$ cat src/rtl/core_ldst_router.sv
// Load/store router: steers core requests to DATA memory or IO by address,
// tracks outstanding reads and returns in-order registered responses.
module core_ldst_router #(
  parameter int unsigned P_DEPTH     = 4,
  parameter int unsigned P_CNT_W     = 4,
  parameter int unsigned P_IO_ENABLE = 1
) (
  input  logic               iCLOCK,
  input  logic               inRESET,
  // IO start address configuration
  input  logic               iSYSINFO_IOSR_VALID,
  input  logic [31:0]        iSYSINFO_IOSR,
  // core load/store request
  input  logic               iLDST_REQ,
  output logic               oLDST_BUSY,
  input  logic [1:0]         iLDST_ORDER,
  input  logic               iLDST_RW,
  input  logic [13:0]        iLDST_TID,
  input  logic [1:0]         iLDST_MMUMOD,
  input  logic [31:0]        iLDST_PDT,
  input  logic [31:0]        iLDST_ADDR,
  input  logic [31:0]        iLDST_DATA,
  // core load/store response
  output logic               oLDST_VALID,
  output logic               oLDST_PAGEFAULT,
  output logic [63:0]        oLDST_DATA,
  output logic [27:0]        oLDST_MMU_FLAGS,
  // DATA request side
  output logic               oDATA_REQ,
  input  logic               iDATA_LOCK,
  output logic [1:0]         oDATA_ORDER,
  output logic               oDATA_RW,
  output logic [13:0]        oDATA_TID,
  output logic [1:0]         oDATA_MMUMOD,
  output logic [31:0]        oDATA_PDT,
  output logic [31:0]        oDATA_ADDR,
  output logic [31:0]        oDATA_DATA,
  // DATA response side
  input  logic               iDATA_VALID,
  input  logic               iDATA_PAGEFAULT,
  input  logic [63:0]        iDATA_DATA,
  input  logic [27:0]        iDATA_MMU_FLAGS,
  // IO request side
  output logic               oIO_REQ,
  input  logic               iIO_BUSY,
  output logic [1:0]         oIO_ORDER,
  output logic               oIO_RW,
  output logic [31:0]        oIO_ADDR,
  output logic [31:0]        oIO_DATA,
  // IO response side
  input  logic               iIO_VALID,
  input  logic [31:0]        iIO_DATA,
  // status
  output logic [P_CNT_W-1:0] oOUTSTANDING,
  output logic               oPROTOCOL_ERR
);

  localparam logic               CH_DATA   = 1'b0;
  localparam logic               CH_IO     = 1'b1;
  localparam logic [P_CNT_W-1:0] DEPTH_MAX = P_CNT_W'(P_DEPTH);
  localparam logic [P_CNT_W-1:0] CNT_ONE   = P_CNT_W'(1);
  localparam logic [P_CNT_W-1:0] CNT_ZERO  = '0;
  localparam logic               IO_ON     = (P_IO_ENABLE != 0);

  logic               iosrValid;
  logic [31:0]        iosr;
  logic [P_CNT_W-1:0] count;
  logic               curChan;

  logic               ioNotReady;
  logic               target;
  logic               countFull;
  logic               countZero;
  logic               switchHazard;
  logic               targetLocked;
  logic               busyReq;
  logic               busyIdle;
  logic               accept;
  logic               readAccept;
  logic               rspCur;
  logic               rspOther;
  logic               complete;
  logic               dropped;

  // Routing decision and stall conditions for the current request
  always_comb begin
    ioNotReady   = IO_ON && !iosrValid;
    target       = (IO_ON && (iLDST_ADDR >= iosr)) ? CH_IO : CH_DATA;
    countFull    = (count == DEPTH_MAX);
    countZero    = (count == CNT_ZERO);
    switchHazard = !countZero && (target != curChan);
    targetLocked = (target == CH_DATA) ? iDATA_LOCK : iIO_BUSY;
    busyReq      = ioNotReady || (countFull && iLDST_RW) || switchHazard || targetLocked;
    busyIdle     = ioNotReady || ((target == CH_DATA) && iDATA_LOCK);
  end

  // Issue handshake: accepted requests go out in the same cycle
  always_comb begin
    oLDST_BUSY = iLDST_REQ ? busyReq : busyIdle;
    accept     = iLDST_REQ && !busyReq;
    readAccept = accept && iLDST_RW;
    oDATA_REQ  = accept && (target == CH_DATA);
    oIO_REQ    = accept && (target == CH_IO);
  end

  // Response qualification against the channel currently in use
  always_comb begin
    rspCur   = (curChan == CH_DATA) ? iDATA_VALID : iIO_VALID;
    rspOther = (curChan == CH_DATA) ? iIO_VALID : iDATA_VALID;
    complete = rspCur && !countZero;
    dropped  = rspOther || (rspCur && countZero);
  end

  // Request fields are broadcast to both targets; only the strobes differ
  assign oDATA_ORDER  = iLDST_ORDER;
  assign oDATA_RW     = iLDST_RW;
  assign oDATA_TID    = iLDST_TID;
  assign oDATA_MMUMOD = iLDST_MMUMOD;
  assign oDATA_PDT    = iLDST_PDT;
  assign oDATA_ADDR   = iLDST_ADDR;
  assign oDATA_DATA   = iLDST_DATA;
  assign oIO_ORDER    = iLDST_ORDER;
  assign oIO_RW       = iLDST_RW;
  assign oIO_ADDR     = iLDST_ADDR;
  assign oIO_DATA     = iLDST_DATA;

  assign oOUTSTANDING = count;

  // IO start address register; a reload only affects later requests
  always_ff @(posedge iCLOCK or negedge inRESET) begin
    if (!inRESET) begin
      iosrValid <= 1'b0;
      iosr      <= 32'h0;
    end else if (iSYSINFO_IOSR_VALID) begin
      iosrValid <= 1'b1;
      iosr      <= iSYSINFO_IOSR;
    end
  end

  // Active channel follows the last accepted request
  always_ff @(posedge iCLOCK or negedge inRESET) begin
    if (!inRESET) begin
      curChan <= CH_DATA;
    end else if (accept) begin
      curChan <= target;
    end
  end

  // Outstanding read count; accept is already blocked when full and
  // completion is gated by a non-zero count, so it cannot wrap
  always_ff @(posedge iCLOCK or negedge inRESET) begin
    if (!inRESET) begin
      count <= '0;
    end else if (readAccept && !complete) begin
      count <= count + CNT_ONE;
    end else if (!readAccept && complete) begin
      count <= count - CNT_ONE;
    end
  end

  // Sticky flag for responses nobody asked for
  always_ff @(posedge iCLOCK or negedge inRESET) begin
    if (!inRESET) begin
      oPROTOCOL_ERR <= 1'b0;
    end else if (dropped) begin
      oPROTOCOL_ERR <= 1'b1;
    end
  end

  // Merged response port, one cycle behind the target; payload holds when idle
  always_ff @(posedge iCLOCK or negedge inRESET) begin
    if (!inRESET) begin
      oLDST_VALID     <= 1'b0;
      oLDST_PAGEFAULT <= 1'b0;
      oLDST_DATA      <= 64'h0;
      oLDST_MMU_FLAGS <= 28'h0;
    end else begin
      oLDST_VALID <= complete;
      if (complete) begin
        if (curChan == CH_DATA) begin
          oLDST_PAGEFAULT <= iDATA_PAGEFAULT;
          oLDST_DATA      <= iDATA_DATA;
          oLDST_MMU_FLAGS <= iDATA_MMU_FLAGS;
        end else begin
          oLDST_PAGEFAULT <= 1'b0;
          oLDST_DATA      <= {32'h0, iIO_DATA};
          oLDST_MMU_FLAGS <= 28'h0;
        end
      end
    end
  end

endmodule
$ cat config.mk
export PLATFORM = sky130hd
export DESIGN_NAME = core_ldst_router
export DESIGN_NICKNAME = d
export VERILOG_FILES = /design/src/rtl/core_ldst_router.sv
export SDC_FILE = /design/constraint.sdc
export NUM_CORES = 1
export LEC_CHECK = 0
export CAP_MARGIN = 25
export CORE_AREA = 2 2 222 224
export DETAILED_ROUTE_END_ITERATION = 16
export DIE_AREA = 0 0 224 226
export GPL_TIMING_DRIVEN = 0
export PLACE_DENSITY_LB_ADDON = 0.05
export SLEW_MARGIN = 20
export SYNTH_ARGS = -nofsm -noshare
export SYNTH_HDL_FRONTEND = slang
export SYNTH_SLANG_ARGS = --single-unit
$ cat constraint.sdc
create_clock -name iCLOCK -period 3.85 [get_ports iCLOCK]
set_input_delay 0.5775 -clock iCLOCK [delete_from_list [all_inputs] [get_ports iCLOCK]]
set_output_delay 0.5775 -clock iCLOCK [all_outputs]
set_load 0.005 [all_outputs]
==> results of run 1 <==
[sequential cells by signal, indices dropped and copies added (netlist names), 4 cells and up]
| signal | count |
|---|---|
| oLDST_DATA | 64 |
| oOUTSTANDING | 4 |
| iosr | 32 |
| oLDST_MMU_FLAGS | 28 |
[cell usage in the layout, fill, tap and decap left out, drive strengths merged, types with 32 or more instances in the layout]
cell type | netlist | final
ha | 35 | 35
dfrtp | 133 | 133
nand3b | 61 | 61
clkdlybuf4s50 | 0 | 472
inv | 35 | 38
clkbuf | 23 | 41
mux2i | 32 | 32
nand2 | 193 | 193
buf | 196 | 200
o21ai | 67 | 67
[worst max-delay path, cell delays in order]
cell and delay [ps]:
clkdlybuf4s50_1 470, ha_1 340, and4_1 220, a221o_1 330, a211o_1 290, o21ba_4 260
and3_4 210, o21a_1 120, ha_2 190, inv_2 60, ha_1 260, a21o_1 190
a21oi_2 140, xnor2_1 130, nor2_1 70, xor2_1 140
[through the flow]
stage                     power, uW  setup WS, ps  cells  hold WS (ps)
after CTS                      5450          13.5   1977          71.3
after detailed placement       3730          -810   1945           455
after global routing           5700          5.23   1979          65.4
after global placement         3740         -4530   1944           451
final                          5310           192   1980          36.8
after floorplan                2520           401    842           282
[routing by layer]
layer | up-vias | GRT usage | part of all wire
li1 | 3578 | - | -
met1 | 3268 | 0.150 | 0.41
met5 | - | 0 | 0.0022
met2 | 283 | 0.202 | 0.47
met3 | 26 | 0.0634 | 0.11
met4 | 10 | 0.0329 | 0.011
[layout make-up]
| cell class | count | area (um2) |
|---|---|---|
| Sequential cell | 133 | 3330 |
| Fill cell | 5172 | 34300 |
| Buffer | 219 | 1520 |
| Multi-Input combinational cell | 455 | 2830 |
| Tap cell | 622 | 778 |
| Clock buffer | 18 | 439 |
| Antenna cell | 1 | 2.50 |
| Timing Repair Buffer | 483 | 4860 |
| Inverter | 35 | 131 |
| Clock inverter | 14 | 129 |
[timing repair]
| item | in CTS | in global routing |
|---|---|---|
| endpoints found under the setup margin | 6 | 3 |
| cloned | 0 | 0 |
| pin swaps | 3 | 6 |
| resized for setup | 10 | 8 |
| setup buffers | 0 | 2 |
[power by group through the flow]
stage | sequential [uW] | clock, uW | combinational, uW
finish | 1780 | 1640 | 1900
global route | 1820 | 1770 | 2110
CTS | 1780 | 1720 | 1950
detailed placement | 1800 | 0 | 1920
global placement | 1800 | 0 | 1940
floorplan | 1800 | 0 | 722
[worst max-delay path by stage]
| stage | from | endpoint | depth (start not counted) |
|---|---|---|---|
| global route | iLDST_ADDR[19] | oOUTSTANDING[3]$_DFFE_PN0P_ | 17 |
| detailed placement | iLDST_ADDR[0] | oOUTSTANDING[3]$_DFFE_PN0P_ | 18 |
| finish | iLDST_ADDR[21] | oOUTSTANDING[3]$_DFFE_PN0P_ | 16 |
| floorplan | iLDST_ADDR[19] | oOUTSTANDING[3]$_DFFE_PN0P_ | 16 |
| CTS | iLDST_ADDR[0] | oOUTSTANDING[3]$_DFFE_PN0P_ | 18 |
| global placement | inRESET | oLDST_DATA[45]$_DFFE_PN0P_ | 1 |
[cells by family after synthesis]
kind of cell	Yosys count	share of synthesized area
DFF	133	0.430
and+or+nand+nor	283	0.176
buffers and inverters	254	0.213
AOI/OAI and AO/OA	97	0.0721
muxes	35	0.0457
xor gates and xnor gates	4	0.00452
adders and majority gates	36	0.0591
==> metrics.md, run 1 <==
| Metric | Value |
|---|---|
| Core Util, Final | 0.290 |
| Area Growth Syn to Fin | 81.0% |
| TritonCTS clock tree | built |
| First-pass GRT wire length | between 40000 and 50000 um |
| Die Ht | 226 um |
| Drt first pass iters | 4 |
| Largest net degree at the start of global routing | 78 |
| Max-cap violations | 0 |
| Clock Tree Buf Depth | 2 |
| CTS H-tree lvls | 4 |
| Clock sinks | 133 |
| Flop-to-flop setup slack | around 450 ps |
| Most numerous cell in the Yosys netlist | nand2_1 |
| Kind of critical path | in -> reg |
| CTS root buffer | clkbuf_16 |
| Row cnt | 81 |
| Outcome | completed |
| Seq cells post-synth | 133 |
| Max Freq | 273 MHz |
| CP startpoint kind | input pin |
| Max VDD drop | 288 uV |
| Required @ worst endpoint | 4170 ps |
| Sequential share of power | 0.335 |
| Critical path arrival | 3980 ps |
| Port-buffer cells | 480 |
| WL/cell | 16.4 um |
| Reg-to-Reg End | oOUTSTANDING[3]$_DFFE_PN0P_ |
| Min-delay worst type | in -> async |
| Final Hold Vio Count | 0 |
| Clock-pin slew on the worst setup and hold paths | 60 ps |
| Post-Syn Nets | 1158 |
| Die X | around 220 um |
| Aggregate global-route resource usage | 0.126 |
| Routed Antenna Nets | 0 |
| Largest cells by area after synthesis | dfrtp_1 (43%), buf_4 (18%), nand2_1 (9.4%), nand3b_1 (5.9%), ha_1 (5.7%) |
| Synth async-reset ratio | 1.00 |
| Yosys top cell area share | 0.430 |
| Slew Viols, Final | 0 |
| Clk pwr share | 0.308 |
| RSZ-0062 raised after global routing | no |
| Core footprint | 48300 um2 |
| GP Congestion | ~0.71 |
| Yosys warning count | 0 |
| Top_reg_cell synth | dfrtp_1 |
| Pin slew with the least headroom to its limit | 820 ps |
| Nets | 1660 |
| Placed instance area | 13400 um2 |
| Post-synth EDFFs | 0 |
| Leading area contributor after synthesis | dfrtp_1 |
| Static Leakage | between 0.006 and 0.007 uW |
| Post-DR vias/cell | 3.62 |
| Top Ports | 564 |
| Initial Util | 0.160 |
| Total length of routed wires | 32400 um |
| Mapped Avg Cell Area | between 9 and 10 um2 |
| Sequential area share after synthesis | 0.430 |
| DRT iter0 DRCs | 149 |
| Mapped Area | roughly 7700 um2 |
| Vias in the first global route | 7336 |
| Comb power frac | 0.357 |
| Post-route setup TNS | 0 ps |
| Post-CTS Hold Buffers | 0 |
| Pint | approximately 3600 uW |
| Die area | 50600 um2 |
| R2R cell count | 17 |
| Synth top cells by count | nand2_1 (193), buf_4 (182), dfrtp_1 (133) |
| Final period utilization | 0.950 |
| Cell count after synthesis | 842 |
| Power density over the cells | 379 nW/um2 |
| Post-DP HPWL | approximately 26000 um |
| Critical Path Sink Type | flop |
| DRC | 0 |
| Slew HR | 0.454 |
| Clk_lat worst skew | 440 ps |
| DR vias | 7165 |
| Number of antenna violations at the first check in global routing | 6 |
| Design area | 14000 um2 |
| Net Sw Frac | 0.317 |
| Min Tclk post-route | 3660 ps |
| Setup Viol. Count Final | 0 |
| Layout cells sized above 1 | 0.183 |
| CTS buffer count | 17 |
| GR Overflow Total | 0 |
| Max FO, Critical Path | 4 |
| Clock Skews | 9.40 ps |
| Net Sw Power | 1690 uW |
| FF-to-FF Start | iosr[19]$_DFFE_PN0P_ |
| Post-synth cell types | 42 |
Note: power is estimated with default switching activity, not from simulation.
==> run 2, diff against run 1 <==
ABC_CLOCK_PERIOD_IN_PS = 3850   (was default)
==> results of run 2 <==
Same layout as run 1: the final DEF is identical, and so are final timing and power.
